<file path="src/rtl/game_proto_pkg.sv">
// Shared game-state byte protocol constants and rx FSM encoding.
// Imported by both the link receiver and the switch-side encoder.
package game_proto_pkg;

    localparam logic [1:0] CH_GAME_STATE = 2'b01;
    localparam logic [1:0] ST_START      = 2'b01;
    localparam logic [1:0] ST_STOP       = 2'b10;

    localparam logic [7:0] GAME_START = 8'b0000_01_01;
    localparam logic [7:0] GAME_STOP  = 8'b0000_10_01;

    typedef enum logic [2:0] {
        RX_IDLE      = 3'd0,
        RX_START     = 3'd1,
        RX_DATA      = 3'd2,
        RX_STOP      = 3'd3,
        RX_WAIT_HIGH = 3'd4
    } rx_state_e;

endpackage

</file>
<file path="src/rtl/uart_rx_core.sv">
// 8N1 UART deserialiser: input synchroniser, bit timer and frame FSM.
// Also exposes the good-stop strobe and low nibble so decode can share the edge.
module uart_rx_core
    import game_proto_pkg::*;
#(
    parameter int CLKS_PER_BIT = 16,
    parameter int SYNC_STAGES  = 2
) (
    input  logic       uart_clk,
    input  logic       rst,
    input  logic       rx,
    output logic [7:0] rx_byte,
    output logic       byte_valid,
    output logic       framing_err,
    output logic       good_stb,
    output logic [3:0] dec_bits
);

    localparam int TW = $clog2(CLKS_PER_BIT);
    localparam logic [TW-1:0] T_LAST = TW'(CLKS_PER_BIT - 1);
    localparam logic [TW-1:0] T_HALF = TW'(CLKS_PER_BIT / 2 - 1);

    logic [SYNC_STAGES-1:0] sync_q;
    logic                   rxs;

    rx_state_e     state_q;
    logic [TW-1:0] timer_q;
    logic [2:0]    bitcnt_q;
    logic [7:0]    shift_q;
    logic [7:0]    byte_q;
    logic          valid_q;
    logic          ferr_q;

    always_ff @(posedge uart_clk or posedge rst) begin
        if (rst) begin
            sync_q <= '1;
        end else begin
            sync_q <= {sync_q[SYNC_STAGES-2:0], rx};
        end
    end

    assign rxs = sync_q[SYNC_STAGES-1];

    always_ff @(posedge uart_clk or posedge rst) begin
        if (rst) begin
            state_q  <= RX_IDLE;
            timer_q  <= '0;
            bitcnt_q <= '0;
            shift_q  <= '0;
            byte_q   <= '0;
            valid_q  <= 1'b0;
            ferr_q   <= 1'b0;
        end else begin
            valid_q <= 1'b0;
            ferr_q  <= 1'b0;
            case (state_q)
                RX_IDLE: begin
                    timer_q <= '0;
                    if (!rxs) begin
                        state_q <= RX_START;
                    end
                end
                RX_START: begin
                    if (timer_q == T_HALF) begin
                        timer_q  <= '0;
                        bitcnt_q <= '0;
                        state_q  <= rxs ? RX_IDLE : RX_DATA;
                    end else begin
                        timer_q <= timer_q + 1'b1;
                    end
                end
                RX_DATA: begin
                    if (timer_q == T_LAST) begin
                        timer_q  <= '0;
                        shift_q  <= {rxs, shift_q[7:1]};
                        bitcnt_q <= bitcnt_q + 1'b1;
                        if (bitcnt_q == 3'd7) begin
                            state_q <= RX_STOP;
                        end
                    end else begin
                        timer_q <= timer_q + 1'b1;
                    end
                end
                RX_STOP: begin
                    if (timer_q == T_LAST) begin
                        timer_q <= '0;
                        if (rxs) begin
                            byte_q  <= shift_q;
                            valid_q <= 1'b1;
                            state_q <= RX_IDLE;
                        end else begin
                            ferr_q  <= 1'b1;
                            state_q <= RX_WAIT_HIGH;
                        end
                    end else begin
                        timer_q <= timer_q + 1'b1;
                    end
                end
                RX_WAIT_HIGH: begin
                    if (rxs) begin
                        state_q <= RX_IDLE;
                    end
                end
                default: state_q <= RX_IDLE;
            endcase
        end
    end

    assign good_stb    = (state_q == RX_STOP) && (timer_q == T_LAST) && rxs;
    assign dec_bits    = shift_q[3:0];
    assign rx_byte     = byte_q;
    assign byte_valid  = valid_q;
    assign framing_err = ferr_q;

endmodule

</file>
<file path="src/rtl/game_state_uart_rx.sv">
// Game-state link receiver: UART byte stream plus registered START/STOP decode.
// Decode registers load on the same edge as the received byte.
module game_state_uart_rx
    import game_proto_pkg::*;
#(
    parameter int CLKS_PER_BIT = 16,
    parameter int SYNC_STAGES  = 2
) (
    input  logic       uart_clk,
    input  logic       rst,
    input  logic       rx,
    output logic [7:0] rx_byte,
    output logic       byte_valid,
    output logic       framing_err,
    output logic       game_running,
    output logic       start_pulse,
    output logic       stop_pulse,
    output logic       state_err
);

    logic       good_stb;
    logic [3:0] dec_bits;

    logic run_q;
    logic start_q;
    logic stop_q;
    logic serr_q;

    uart_rx_core #(
        .CLKS_PER_BIT(CLKS_PER_BIT),
        .SYNC_STAGES (SYNC_STAGES)
    ) u_core (
        .uart_clk   (uart_clk),
        .rst        (rst),
        .rx         (rx),
        .rx_byte    (rx_byte),
        .byte_valid (byte_valid),
        .framing_err(framing_err),
        .good_stb   (good_stb),
        .dec_bits   (dec_bits)
    );

    always_ff @(posedge uart_clk or posedge rst) begin
        if (rst) begin
            run_q   <= 1'b0;
            start_q <= 1'b0;
            stop_q  <= 1'b0;
            serr_q  <= 1'b0;
        end else begin
            start_q <= 1'b0;
            stop_q  <= 1'b0;
            serr_q  <= 1'b0;
            if (good_stb && dec_bits[1:0] == CH_GAME_STATE) begin
                case (dec_bits[3:2])
                    ST_START: begin
                        run_q   <= 1'b1;
                        start_q <= 1'b1;
                    end
                    ST_STOP: begin
                        run_q  <= 1'b0;
                        stop_q <= 1'b1;
                    end
                    default: serr_q <= 1'b1;
                endcase
            end
        end
    end

    assign game_running = run_q;
    assign start_pulse  = start_q;
    assign stop_pulse   = stop_q;
    assign state_err    = serr_q;

endmodule

</file>
<file path="config.mk">
export PLATFORM = sky130hd
export DESIGN_NAME = game_state_uart_rx
export DESIGN_NICKNAME = d
export VERILOG_FILES = /design/src/rtl/game_proto_pkg.sv /design/src/rtl/uart_rx_core.sv /design/src/rtl/game_state_uart_rx.sv
export SDC_FILE = /design/constraint.sdc
export NUM_CORES = 1
export LEC_CHECK = 0
export CORE_MARGIN = 2
export CORE_UTILIZATION = 35
export DETAILED_ROUTE_END_ITERATION = 6
export GPL_ROUTABILITY_DRIVEN = 0
export SLEW_MARGIN = 20
export SYNTH_ARGS = -nofsm -noshare
export SYNTH_HDL_FRONTEND = slang
export SYNTH_SLANG_ARGS = --single-unit
</file>
<file path="constraint.sdc">
create_clock -name uart_clk -period 3.5 [get_ports uart_clk]
set_input_delay 0.7 -clock uart_clk [delete_from_list [all_inputs] [get_ports uart_clk]]
set_output_delay 0.7 -clock uart_clk [all_outputs]
set_load 0.005 [all_outputs]
</file>
==> results_dict.tcl, run 1 <==
set metrics [dict create \
    startpoint_type "flip-flop" \
    p_per_area_mw_per_mm2 561.4 \
    gr-usage-all-layers 0.1181 \
    grt_pass1_vias 900 \
    vias 907 \
    cts-htree-levels 2 \
    slew_headroom 0.3988 \
    worstSetupPathType "reg -> reg" \
    fmax_mhz 471.1 \
    setup_viol_count_final 0 \
    fin_skew_ps 5.708 \
    initial_utilization 0.3691 \
    drtIter0Drc 26 \
    layout_min_cycle_time_ps 2123 \
    post_cts_buffers 0 \
    die_h_microns 69.42 \
    ys_ff_latch 34 \
    path_delay_family "simple AND/OR/NAND/NOR gates" \
    synth-xor-area-share 0.005848 \
    final-max-slew-violation-count 0 \
    cp-end-kind "flip-flop" \
    synth-edff-count 0 \
    drive_gt1_frac 0.2180 \
    critPathRequiredTime_ps 3660 \
    synth_compound_area_frac 0.08605 \
    tns_ps 0 \
    reg2reg_slack_ps 1380 \
    num_antenna_cells 0 \
    grt_pass1_wl_mm 4.429 \
    leakagePower_nw 0.8264 \
    synth_nets 124 \
    grt_max_degree 35 \
    slowest_delay_ps 730 \
    tightest_slew_ps 898.4 \
    critical_path_arrival_ps 2290 \
    numCtsBuffers 5 \
    fillers 372 \
    synth_adder_area_share 0.04177 \
    antenna_found_initial 0 \
    crit_buf_inv 0 \
    rsz0062_at_grt "false" \
    yosys_warnings 0 \
    dpl.cell_count 175 \
    synth-simple-area-share 0.1028 \
    drt_pass1_iterations 4 \
    post_cts_resized 0 \
    period_share 0.6064 \
    ant_nets 0 \
    tritoncts "built" \
    synth_top_family_by_area "multiplexers" \
    cpMaxStageDelayCell "nor2_1" \
    die_area_sq_mm 0.004818 \
    cap_viol_max_count 0 \
    syn_area_per_cell_sq_um 12.91 \
    io_buffers 16 \
    status "complete, no violations" \
    clock_latency_ps 280 \
    die_width_microns 69.42 \
    areaGrowthSynthToFinish_pct 18.38 \
    avgRoutedWirePerCell_microns 13.33 \
    min_path_type "reg -> reg" \
    coreArea_sq_mm 0.004058 \
    synthesis.area_sq_mm 0.001498 \
    synth_cell_types 34 \
    syn_inst 116 \
    totalWireLength_mm 2.439 \
    final_cells 183 \
    final-hold-violation-count 0 \
    rows 23 \
    critPathMaxFanout 12 \
    ir_worst_vdd_mv 0.2215 \
    dp_hpwl_mm 1.669 \
    synth_top_flop_cell "dfrtp_1" \
    io_pins 17 \
    vias_per_cell 4.956 \
    ctsRootBufferMaster "clkbuf_8" \
    crit_path_cell_trace "ha_1, nand4b_2, nor2_1, mux2_2" \
    drc 0 \
    ctsHoldBuffers 0 \
    ys_seq_area_frac 0.5698 \
    cts_sinks 34 \
    synth_mux_area_frac 0.1404 \
    grt-ovfl-total 0 \
    cts_buffer_depth 2 \
    ys_async_sr_fraction 1.000 \
    clk_pin_slew_ps 70 \
    fin_nets 140 \
]
[cell type report]
type	count	area, sq um	share of cell area
clock buffers	6	82.58	0.04658
inverters	8	30.03	0.01694
repair buffers	17	167.7	0.09457
clock inverters	2	12.51	0.007057
flip-flops and latches	34	853.3	0.4813
well taps	50	62.56	0.03529
multi-input cells	66	564.3	0.3183
[where the power goes]
part           leakage (nW)  switching (mW)  internal (mW)
combinational         0.325          0.0850         0.0937
sequential            0.454          0.0798          0.437
clock                0.0472           0.142          0.158
total                 0.826           0.307          0.689
[final timing paths]
check / startpoint / to / cells past startpoint
worst min register to register: u_core.sync_q[0] / u_core.sync_q[1] / 0
min in group asynchronous: rst / u_core.framing_err / 3
worst max-delay path: u_core.timer_q[0] / u_core.rx_byte[3] / 4
worst min-delay path: u_core.sync_q[0] / u_core.sync_q[1] / 0
worst max register to register: u_core.timer_q[0] / u_core.rx_byte[3] / 4
max in group asynchronous: rst / u_core.sync_q[1] / 3
[flip-flops by register name (all words and copies together) (netlist names)]
name / cells
u_core.bitcnt_q: 3
stop_pulse: 1
u_core.state_q: 3
u_core.timer_q: 4
start_pulse: 1
u_core.byte_valid: 1
u_core.framing_err: 1
u_core.sync_q: 2
u_core.shift_q: 8
u_core.rx_byte: 8
game_running: 1
state_err: 1
[per-layer routing]
metal | GRT usage | wire length (microns)
met2 | 0.1741 | 1141
met4 | 0.06536 | 61
met5 | 0 | 0
met3 | 0.03634 | 86
met1 | 0.1541 | 1149
[cells by family after synthesis]
logic type	after synthesis
AOI/OAI and AO/OA	17
xor gates and xnor gates	1
adders and majority gates	5
buffers and inverters	16
DFF	34
muxes	19
and+or+nand+nor	24
[synthesized netlist by cell type, types with 3 or more instances]
library cell,number,share of area
o21ai_0,3,0.010
nand2_1,5,0.013
nor3b_1,3,0.015
nor2_1,3,0.0075
and3_1,4,0.017
inv_1,8,0.020
mux2_2,16,0.12
ha_1,5,0.042
dfrtp_1,32,0.53
mux2i_1,3,0.020
buf_2,4,0.013
a22o_1,3,0.018
[stage by stage]
stage / setup slack [ps] / hold slack (ps) / total power [mW] / utilization / cell area (sq um)
final: 1377 / 357.1 / 0.9954 / 0.4369 / 1773
after global routing: 1165 / 365.1 / 1.068 / 0.4369 / 1773
after CTS: 1368 / 359.5 / 1.009 / 0.4369 / 1773
after detailed placement: 1393 / 349.7 / 0.7029 / 0.4135 / 1678
after global placement: 1487 / 346.2 / 0.6931 / 0.4135 / 1678
after floorplan: 1893 / 345.2 / 0.6743 / - / 1498
[cell usage in the layout, fill, tap and decap left out]
| cell | count |
|---|---|
| nor3_1 | 1 |
| nor2_1 | 3 |
| a311oi_1 | 2 |
| o2111ai_1 | 2 |
| nor3b_1 | 3 |
| a21boi_0 | 1 |
| clkinvlp_4 | 1 |
| xnor2_1 | 1 |
| and3b_1 | 2 |
| nor3b_2 | 1 |
| clkdlybuf4s50_1 | 16 |
| a21oi_1 | 1 |
| nand4b_2 | 1 |
| a22o_1 | 3 |
| nand2_1 | 5 |
| and3_1 | 4 |
| ha_1 | 5 |
| dfstp_2 | 2 |
| a31oi_1 | 1 |
| a41oi_1 | 1 |
| dfrtp_1 | 32 |
| buf_4 | 1 |
| inv_1 | 8 |
| clkinv_2 | 1 |
| nor2b_1 | 1 |
| o311ai_0 | 1 |
| a32oi_1 | 1 |
| o21bai_1 | 1 |
| and2_0 | 1 |
| nor4b_1 | 1 |
| o21ai_0 | 3 |
| clkbuf_8 | 6 |
| nand3_1 | 1 |
| mux2i_1 | 3 |
| mux2_2 | 16 |
Note: power is estimated with default switching activity, not from simulation.
==> run 2, diff against run 1 <==
==> constraint.sdc (replaced) <==
create_clock -name uart_clk -period 1.9 [get_ports uart_clk]
set_input_delay 0.38 -clock uart_clk [delete_from_list [all_inputs] [get_ports uart_clk]]
set_output_delay 0.38 -clock uart_clk [all_outputs]
set_load 0.005 [all_outputs]
==> results_dict.tcl, run 2 (synthesized netlist as in run 1, its figures left out) <==
set metrics [dict create \
    die_area_sq_mm 0.004818 \
    placed_area_sq_mm 0.001720 \
    place_ws_ps 178.3 \
    pwr-share-clk 0.340 \
    p_seq_frac 0.485 \
    setup_viol_count_final 0 \
    tightest_slew_ps 465.1 \
    power_switching_share 0.2849 \
    rows 23 \
    critPathRequiredTime_ps 2060 \
    cts-htree-levels 2 \
    ctsHoldBuffers 0 \
    final_util 0.4517 \
    rsz0062_at_grt "false" \
    gr-usage-met3 0.04797 \
    fin_nets 144 \
    layout_min_cycle_time_ps 1748 \
    status "complete, no violations" \
    totalWireLength_mm 2.505 \
    worstSetupPathType "reg -> reg" \
    die_h_microns 69.42 \
    vias_per_cell 5.048 \
    drtIter0Drc 19 \
    drive_gt1_frac 0.2353 \
    critical_path_arrival_ps 1910 \
    io_pins 17 \
    layout_commonest_cell "dfrtp_1" \
    regArea_sq_um 853.3 \
    leakagePower_nw 0.8622 \
    gr-usage-all-layers 0.1214 \
    grt_pass1_vias 947 \
    final_cells 186 \
    num_antenna_cells 0 \
    ctsRootBufferMaster "clkbuf_8" \
    fillers 352 \
    p_sw_mw 0.5600 \
    vias 939 \
    coreArea_sq_mm 0.004058 \
    antenna_found_initial 0 \
    final-hold-violation-count 0 \
    grt_max_degree 17 \
    cts_sinks 34 \
    ir_worst_vdd_mv 0.4571 \
    post_cts_buffers 0 \
    cp-end-kind "flip-flop" \
    io_buffers 16 \
    drt_pass1_iterations 3 \
    initial_utilization 0.3691 \
    tritoncts "built" \
    multi_input_area_sq_um 564.3 \
    critPathMaxFanout 11 \
    post_cts_resized 0 \
    ant_nets 0 \
    grt-busiest-layer "met2" \
    grt-ovfl-total 0 \
    areaGrowthSynthToFinish_pct 22.39 \
    dp_hpwl_mm 1.787 \
    final-max-slew-violation-count 0 \
    period_share 0.9201 \
    tns_ps 0 \
    startpoint_type "flip-flop" \
    avgRoutedWirePerCell_microns 13.47 \
    use_met1 0.1474 \
    drc 0 \
    grt_use_met2 0.1880 \
    intPower_mw 1.405 \
    min_path_type "reg -> reg" \
    dpl.cell_count 179 \
    numCtsBuffers 5 \
    cap_viol_max_count 0 \
    p_per_area_mw_per_mm2 1072 \
    fmax_mhz 572.0 \
    final_cell_mix "dfrtp_1 (32), mux2_2 (16), clkdlybuf4s50_1 (16)" \
    fin_skew_ps 5.414 \
    fin_ws_ps 151.8 \
    cts_buffer_depth 2 \
    grt_pass1_wl_mm 4.623 \
    final_area_sq_mm 0.001833 \
    die_width_microns 69.42 \
    p_comb_frac 0.175 \
    slew_headroom 0.6896 \
    clk_pin_slew_ps 60 \
    clock_latency_ps 280 \
]
-- run 2: cell count changes in the layout (fill, tap and decap cells not counted) --
cell,change
buf_12,+1
clkinvlp_4,-1
clkinv_2,-1
bufinv_16,+1
buf_4,+3
-- run 2: final timing paths --
path,cells after the start,endpoint,slack [ps],start
worst max-delay path,5,u_core.shift_q[7],150,u_core.timer_q[0]
worst min-delay path,0,u_core.sync_q[1],360,u_core.sync_q[0]
worst max register to register,5,u_core.shift_q[7],150,u_core.timer_q[0]
min in group asynchronous,2,u_core.rx_byte[6],410,rst
worst min register to register,0,u_core.sync_q[1],360,u_core.sync_q[0]
max in group asynchronous,3,u_core.sync_q[0],960,rst
-- run 2: layout make-up --
cell class                      count  area share
Inverter                            8     0.01638
Clock inverter                      1     0.01638
Sequential cell                    34      0.4655
Clock buffer                        6     0.04505
Timing Repair Buffer               21      0.1147
Multi-Input combinational cell     66      0.3078
Tap cell                           50     0.03413
-- run 2: per-stage QoR --
step	hold slack, ps	power [mW]
2_1_floorplan	345.2	1.242
3_3_place_gp	347.8	1.284
3_5_place_dp	350.1	1.313
4_1_cts	359.8	1.984
5_1_grt	365.4	2.096
6_report	357.8	1.965
-- run 2: worst max-delay path, stage by stage, from the launching register on --
cell and delay, ps:
dfrtp_1 400, ha_1 290, nand4b_2 180, nor3b_2 210, buf_4 210, mux2_2 340
-- run 2: power groups by stage --
stage	registers (mW)	logic (mW)	clock network, mW
2_1_floorplan	0.859	0.383	0
3_3_place_gp	0.954	0.330	0
3_5_place_dp	0.965	0.348	0
4_1_cts	0.952	0.351	0.681
5_1_grt	0.973	0.395	0.728
6_report	0.953	0.344	0.668
-- run 2: routing by layer --
| metal | up-vias | part of all wire |
|---|---|---|
| met1 | 465 | 0.47 |
| met5 | - | 0 |
| met4 | 0 | 0.026 |
| met3 | 6 | 0.039 |
| met2 | 15 | 0.47 |
| li1 | 453 | - |
